==> config.mk <==
export PLATFORM = sky130hd
export DESIGN_NAME = alu_exec
export DESIGN_NICKNAME = d
export VERILOG_FILES = /design/src/rtl/alu_exec.sv
export SDC_FILE = /design/constraint.sdc
export NUM_CORES = 1
export LEC_CHECK = 0
export CAP_MARGIN = 0
export CORE_MARGIN = 2
export CORE_UTILIZATION = 45
export DETAILED_ROUTE_END_ITERATION = 12
export GPL_TIMING_DRIVEN = 0
export MAX_ROUTING_LAYER = met4
export PLACE_DENSITY = 0.74
export SETUP_SLACK_MARGIN = 0.15
export SLEW_MARGIN = 10
export SYNTH_ARGS = -nofsm -noshare
export SYNTH_HDL_FRONTEND = slang
export SYNTH_SLANG_ARGS = --single-unit
export TNS_END_PERCENT = 100
==> constraint.sdc <==
create_clock -name clk -period 7.15 [get_ports clk]
set_input_delay 2.145 -clock clk [delete_from_list [all_inputs] [get_ports clk]]
set_output_delay 2.145 -clock clk [all_outputs]
set_load 0.005 [all_outputs]
==> src/rtl/alu_exec.sv <==
// Two-stage ALU execute pipeline with valid/ready flow control on both sides.
// S1 holds the accepted request, S2 holds the computed result and flags.
module alu_exec #(
  parameter int WIDTH = 32
) (
  input  logic             clk,
  input  logic             reset,
  input  logic             in_valid,
  output logic             in_ready,
  input  logic [3:0]       ctrl,
  input  logic [WIDTH-1:0] a,
  input  logic [WIDTH-1:0] b,
  input  logic             flush,
  output logic             out_valid,
  input  logic             out_ready,
  output logic [WIDTH-1:0] result,
  output logic             zero,
  output logic             ovf,
  output logic             illegal,
  output logic [15:0]      op_count
);

  localparam logic [3:0] OP_AND = 4'b0000;
  localparam logic [3:0] OP_OR  = 4'b0001;
  localparam logic [3:0] OP_ADD = 4'b0010;
  localparam logic [3:0] OP_SUB = 4'b0110;
  localparam logic [3:0] OP_SLT = 4'b0111;
  localparam logic [3:0] OP_NOR = 4'b1100;

  typedef struct packed {
    logic [3:0]       ctrl;
    logic [WIDTH-1:0] a;
    logic [WIDTH-1:0] b;
  } req_t;

  typedef struct packed {
    logic [WIDTH-1:0] result;
    logic             ovf;
    logic             illegal;
  } rsp_t;

  req_t             s1;
  rsp_t             s2, nxt;
  logic             s1_valid, s2_valid;
  logic             s1_adv, s2_adv, accept;
  logic [WIDTH-1:0] sum, diff;
  logic             slt;

  assign s2_adv   = !s2_valid || out_ready;
  assign s1_adv   = s1_valid && s2_adv;
  assign in_ready = !flush && (!s1_valid || s2_adv);
  assign accept   = in_valid && in_ready;

  assign sum  = s1.a + s1.b;
  assign diff = s1.a - s1.b;
  assign slt  = $signed(s1.a) < $signed(s1.b);

  // Overflow: operand signs (B inverted for SUB) agree but the result sign differs.
  always_comb begin
    nxt = '0;
    case (s1.ctrl)
      OP_ADD: begin
        nxt.result = sum;
        nxt.ovf    = (s1.a[WIDTH-1] == s1.b[WIDTH-1]) && (sum[WIDTH-1] != s1.a[WIDTH-1]);
      end
      OP_SUB: begin
        nxt.result = diff;
        nxt.ovf    = (s1.a[WIDTH-1] != s1.b[WIDTH-1]) && (diff[WIDTH-1] != s1.a[WIDTH-1]);
      end
      OP_AND:  nxt.result = s1.a & s1.b;
      OP_OR:   nxt.result = s1.a | s1.b;
      OP_NOR:  nxt.result = ~(s1.a | s1.b);
      OP_SLT:  nxt.result = {{(WIDTH-1){1'b0}}, slt};
      default: nxt.illegal = 1'b1;
    endcase
  end

  always_ff @(posedge clk or posedge reset) begin
    if (reset) begin
      s1_valid <= 1'b0;
      s1       <= '0;
    end else if (flush) begin
      s1_valid <= 1'b0;
    end else if (accept) begin
      s1_valid <= 1'b1;
      s1       <= '{ctrl: ctrl, a: a, b: b};
    end else if (s1_adv) begin
      s1_valid <= 1'b0;
    end
  end

  // S2 only reloads when S1 actually hands over, so a stalled result stays put.
  always_ff @(posedge clk or posedge reset) begin
    if (reset) begin
      s2_valid <= 1'b0;
      s2       <= '0;
    end else if (flush) begin
      s2_valid <= 1'b0;
    end else if (s2_adv) begin
      s2_valid <= s1_valid;
      if (s1_valid) s2 <= nxt;
    end
  end

  always_ff @(posedge clk or posedge reset) begin
    if (reset)                       op_count <= '0;
    else if (s2_valid && out_ready)  op_count <= op_count + 16'd1;
  end

  assign out_valid = s2_valid;
  assign result    = s2.result;
  assign ovf       = s2.ovf;
  assign illegal   = s2.illegal;
  assign zero      = (s2.result == '0);

endmodule

==> results.md <==
* Outcome: finished clean
* Maximum clock insertion buffer count at 2
* Die area at 22,500 sq um
* Commonest cells post-synth: dfrtp_1, ha_1, inv_1, nor2_1, a21oi_1
* Slew Limit Fails at 0
* IO buf count at 125
* Routed WL at 32.2 mm
* Critical path startpoint: out_ready
* Critical Path Most Common Cell: clkdlybuf4s50_1
* Initial antenna violation count at 0
* Switching Share at 0.418
* # setup viols final at 0
* Element type at the critical path end: primary output
* DRT Pass-1 Iters at 6
* Clock insertion delay at the later pin of the skew report at 430 ps
* IO Pins at 126
* FMAX at 0.176 GHz
* Logic pwr share at 0.455
* Critical Path RT at 5010 ps
* Via Count at 9,317
* Kind of critical path: input pin to primary output
* Net Sw Power at 1360 uW
* FF-to-FF path depth at 12
* Area Overhead vs Synth at 23.0%
* Post-synth ARST share at 1.00
* Post-synthesis sequential area ratio at 0.314
* Slowest cell on the critical path: clkdlybuf4s50_1
* Core area at 21,000 sq um
* PwrDens at 276 nW/um^2
* Post-route antenna net violation count at 0
* Final Net Count at 1,404
* Worst slew pin tran at 1130 ps
* Worst R2R Start: s1[0]
* Largest net degree at the start of global routing at 70
* Clock sink count at 120
* Non-filler cells, final at 1,512
* Syn Area/Cell at 8.88 sq um
* Hold Crit Start: op_count[15]
* Leading area contributor after synthesis: dfrtp_1
* LEAKAGE at 0.00521 uW
* Drt drc at 0
* Sequential power share at 0.282
* Drt first-iter violations at 1,025
* Total grt overflow at 0
* RSZ-0062 raised after global routing: no
* Worst-path clk slew at 60 ps
* Syn nets at 1,259
* Placed cell count at 1,480
* Placer Congestion at 1.00
* Reg2Reg Capture Point: result[26]
* Crit path max fanout at 5
* Post-synth EDFFs at 0
* Ys flop type: dfrtp_1
* Final Critical Period at 5680 ps
* # resized after CTS at 0
* Synth Warn # at 0
* Hold Path Class: flop to flop
* Clk pwr share at 0.263
* Pre-CTS WS at 1490 ps
* Final Hold Fails at 0
* Initial Util at 0.457
* Postcts setup bufs at 0
* WP data arrival at 3530 ps
* Cts hold-fix bufs at 0
* Pint at 1890 uW
* Crit-path cells: clkdlybuf4s50_1 > nor2b_1 > a21oi_1 > clkdlybuf4s50_1
* Inserted Diodes at 0
* Drt via density at 6.16
* Vias in the first global route at 8,648
* Setup Skew at 9.25 ps
* Drt wl/cell at 21.3 um
* Crit share post-route at 0.794
* # H-tree levels at 4
* Share of layout cells above drive strength 1 at 0.109
* PnR worst setup slack at 1470 ps
* Most frequent cell after synthesis: dfrtp_1
* Die Y at 150 um
* Post-detail-place hpwl at 24.0 mm
* # Max-Cap Violations at 0
* Distinct cells, synth at 78
* Root Driver: clkbuf_16
* R2R Setup Slk at 3470 ps
* Clock tree from TritonCTS: built
* CP max stage delay at 540 ps
* Tot GR Track Use at 0.297
* Setup TNS at 0 ps
* CTS Buf Count at 17
* Die X at 150 um
* CP Launch Type: input pin
* CP endpoint: in_ready
* Mapped Area at 9580 sq um
* Gate Count Post-Synth at 1,079
* Top cell type's share of synthesized area at 0.314
* Top cells by area, synth: dfrtp_1, ha_1, mux2_2, a21oi_1, inv_1
* First-pass GRT wire length at 49.3 mm
* Site Rows at 53
* Peak VDD IR at 172 uV
* Slew headroom at 0.246
* Synth Register Bits at 120
[how the worst min path moves through the flow]
stage / end / slack, ps / cells past startpoint
CTS: op_count[15] / 480 / 1
detailed placement: op_count[15] / 470 / 1
global placement: op_count[15] / 460 / 1
floorplan: op_count[15] / 470 / 1
global route: op_count[15] / 490 / 1
finish: op_count[15] / 470 / 1
[state kept, by name (all words and copies together), names as in the netlist]
signal	count
s1_valid	1
ovf	1
out_valid	1
result	32
s1	68
op_count	16
illegal	1
[final cells by class]
type	instances	area [sq um]
Buffer	62	249
Tap cell	275	344
Clock buffer	17	425
Fill cell	1974	9180
Timing Repair Buffer	126	1280
Multi-Input combinational cell	804	5980
Sequential cell	120	3000
Inverter	93	354
Clock inverter	15	144
[per-stage QoR]
| step | area (sq um) | hold slack (ps) | utilization | power, uW |
|---|---|---|---|---|
| floorplan | 9580 | 468 | - | 1850 |
| global placement | 11200 | 462 | 0.533 | 2330 |
| detailed placement | 11200 | 469 | 0.535 | 2360 |
| CTS | 11800 | 478 | 0.562 | 3220 |
| global route | 11800 | 494 | 0.562 | 3430 |
| finish | 11800 | 472 | 0.562 | 3250 |
[per-layer routing]
layer,global-route usage,share of wire,vias up
met5,-,0,-
met4,0.128,0.042,0
met3,0.0665,0.099,102
met2,0.429,0.43,532
met1,0.400,0.43,4439
li1,-,-,4244
[critical path: cells and delay by family]
kind | cells | cell delay [ps]
simple gates | 1 | 110
buf+inv | 2 | 1050
compound gates | 1 | 230
[cells in the final DEF, fill, tap and decap left out, types with 13 or more instances in the layout]
cell             count
a21oi_1             78
a22oi_1             16
a221o_1             18
nor3_1              16
dfrtp_1            120
nor4_1              19
inv_1               91
clkbuf_16           17
clkdlybuf4s50_1    125
ha_1               105
nor2_1              80
xnor2_1             14
o21bai_1            14
o221ai_1            14
nand3_1             20
clkbuf_1            49
mux2_2              69
o21ai_0             51
a31oi_1             13
nor2b_1             13
a221oi_1            19
nand2_1             73
a21o_1              19
[power by group through the flow]
stage / Sequential (uW) / Clock (uW) / Combinational, uW
after global placement: 919 / 0 / 1410
after floorplan: 892 / 0 / 954
final: 915 / 855 / 1480
after detailed placement: 926 / 0 / 1430
after CTS: 914 / 862 / 1440
after global routing: 933 / 894 / 1600
[cell families after synthesis]
logic type	synth area share
DFF	0.314
and+or+nand+nor	0.136
AOI/OAI and AO/OA	0.245
xor gates and xnor gates	0.0174
muxes	0.0843
buffers and inverters	0.0625
adders and majority gates	0.141
Note: power is estimated with default switching activity, not from simulation.
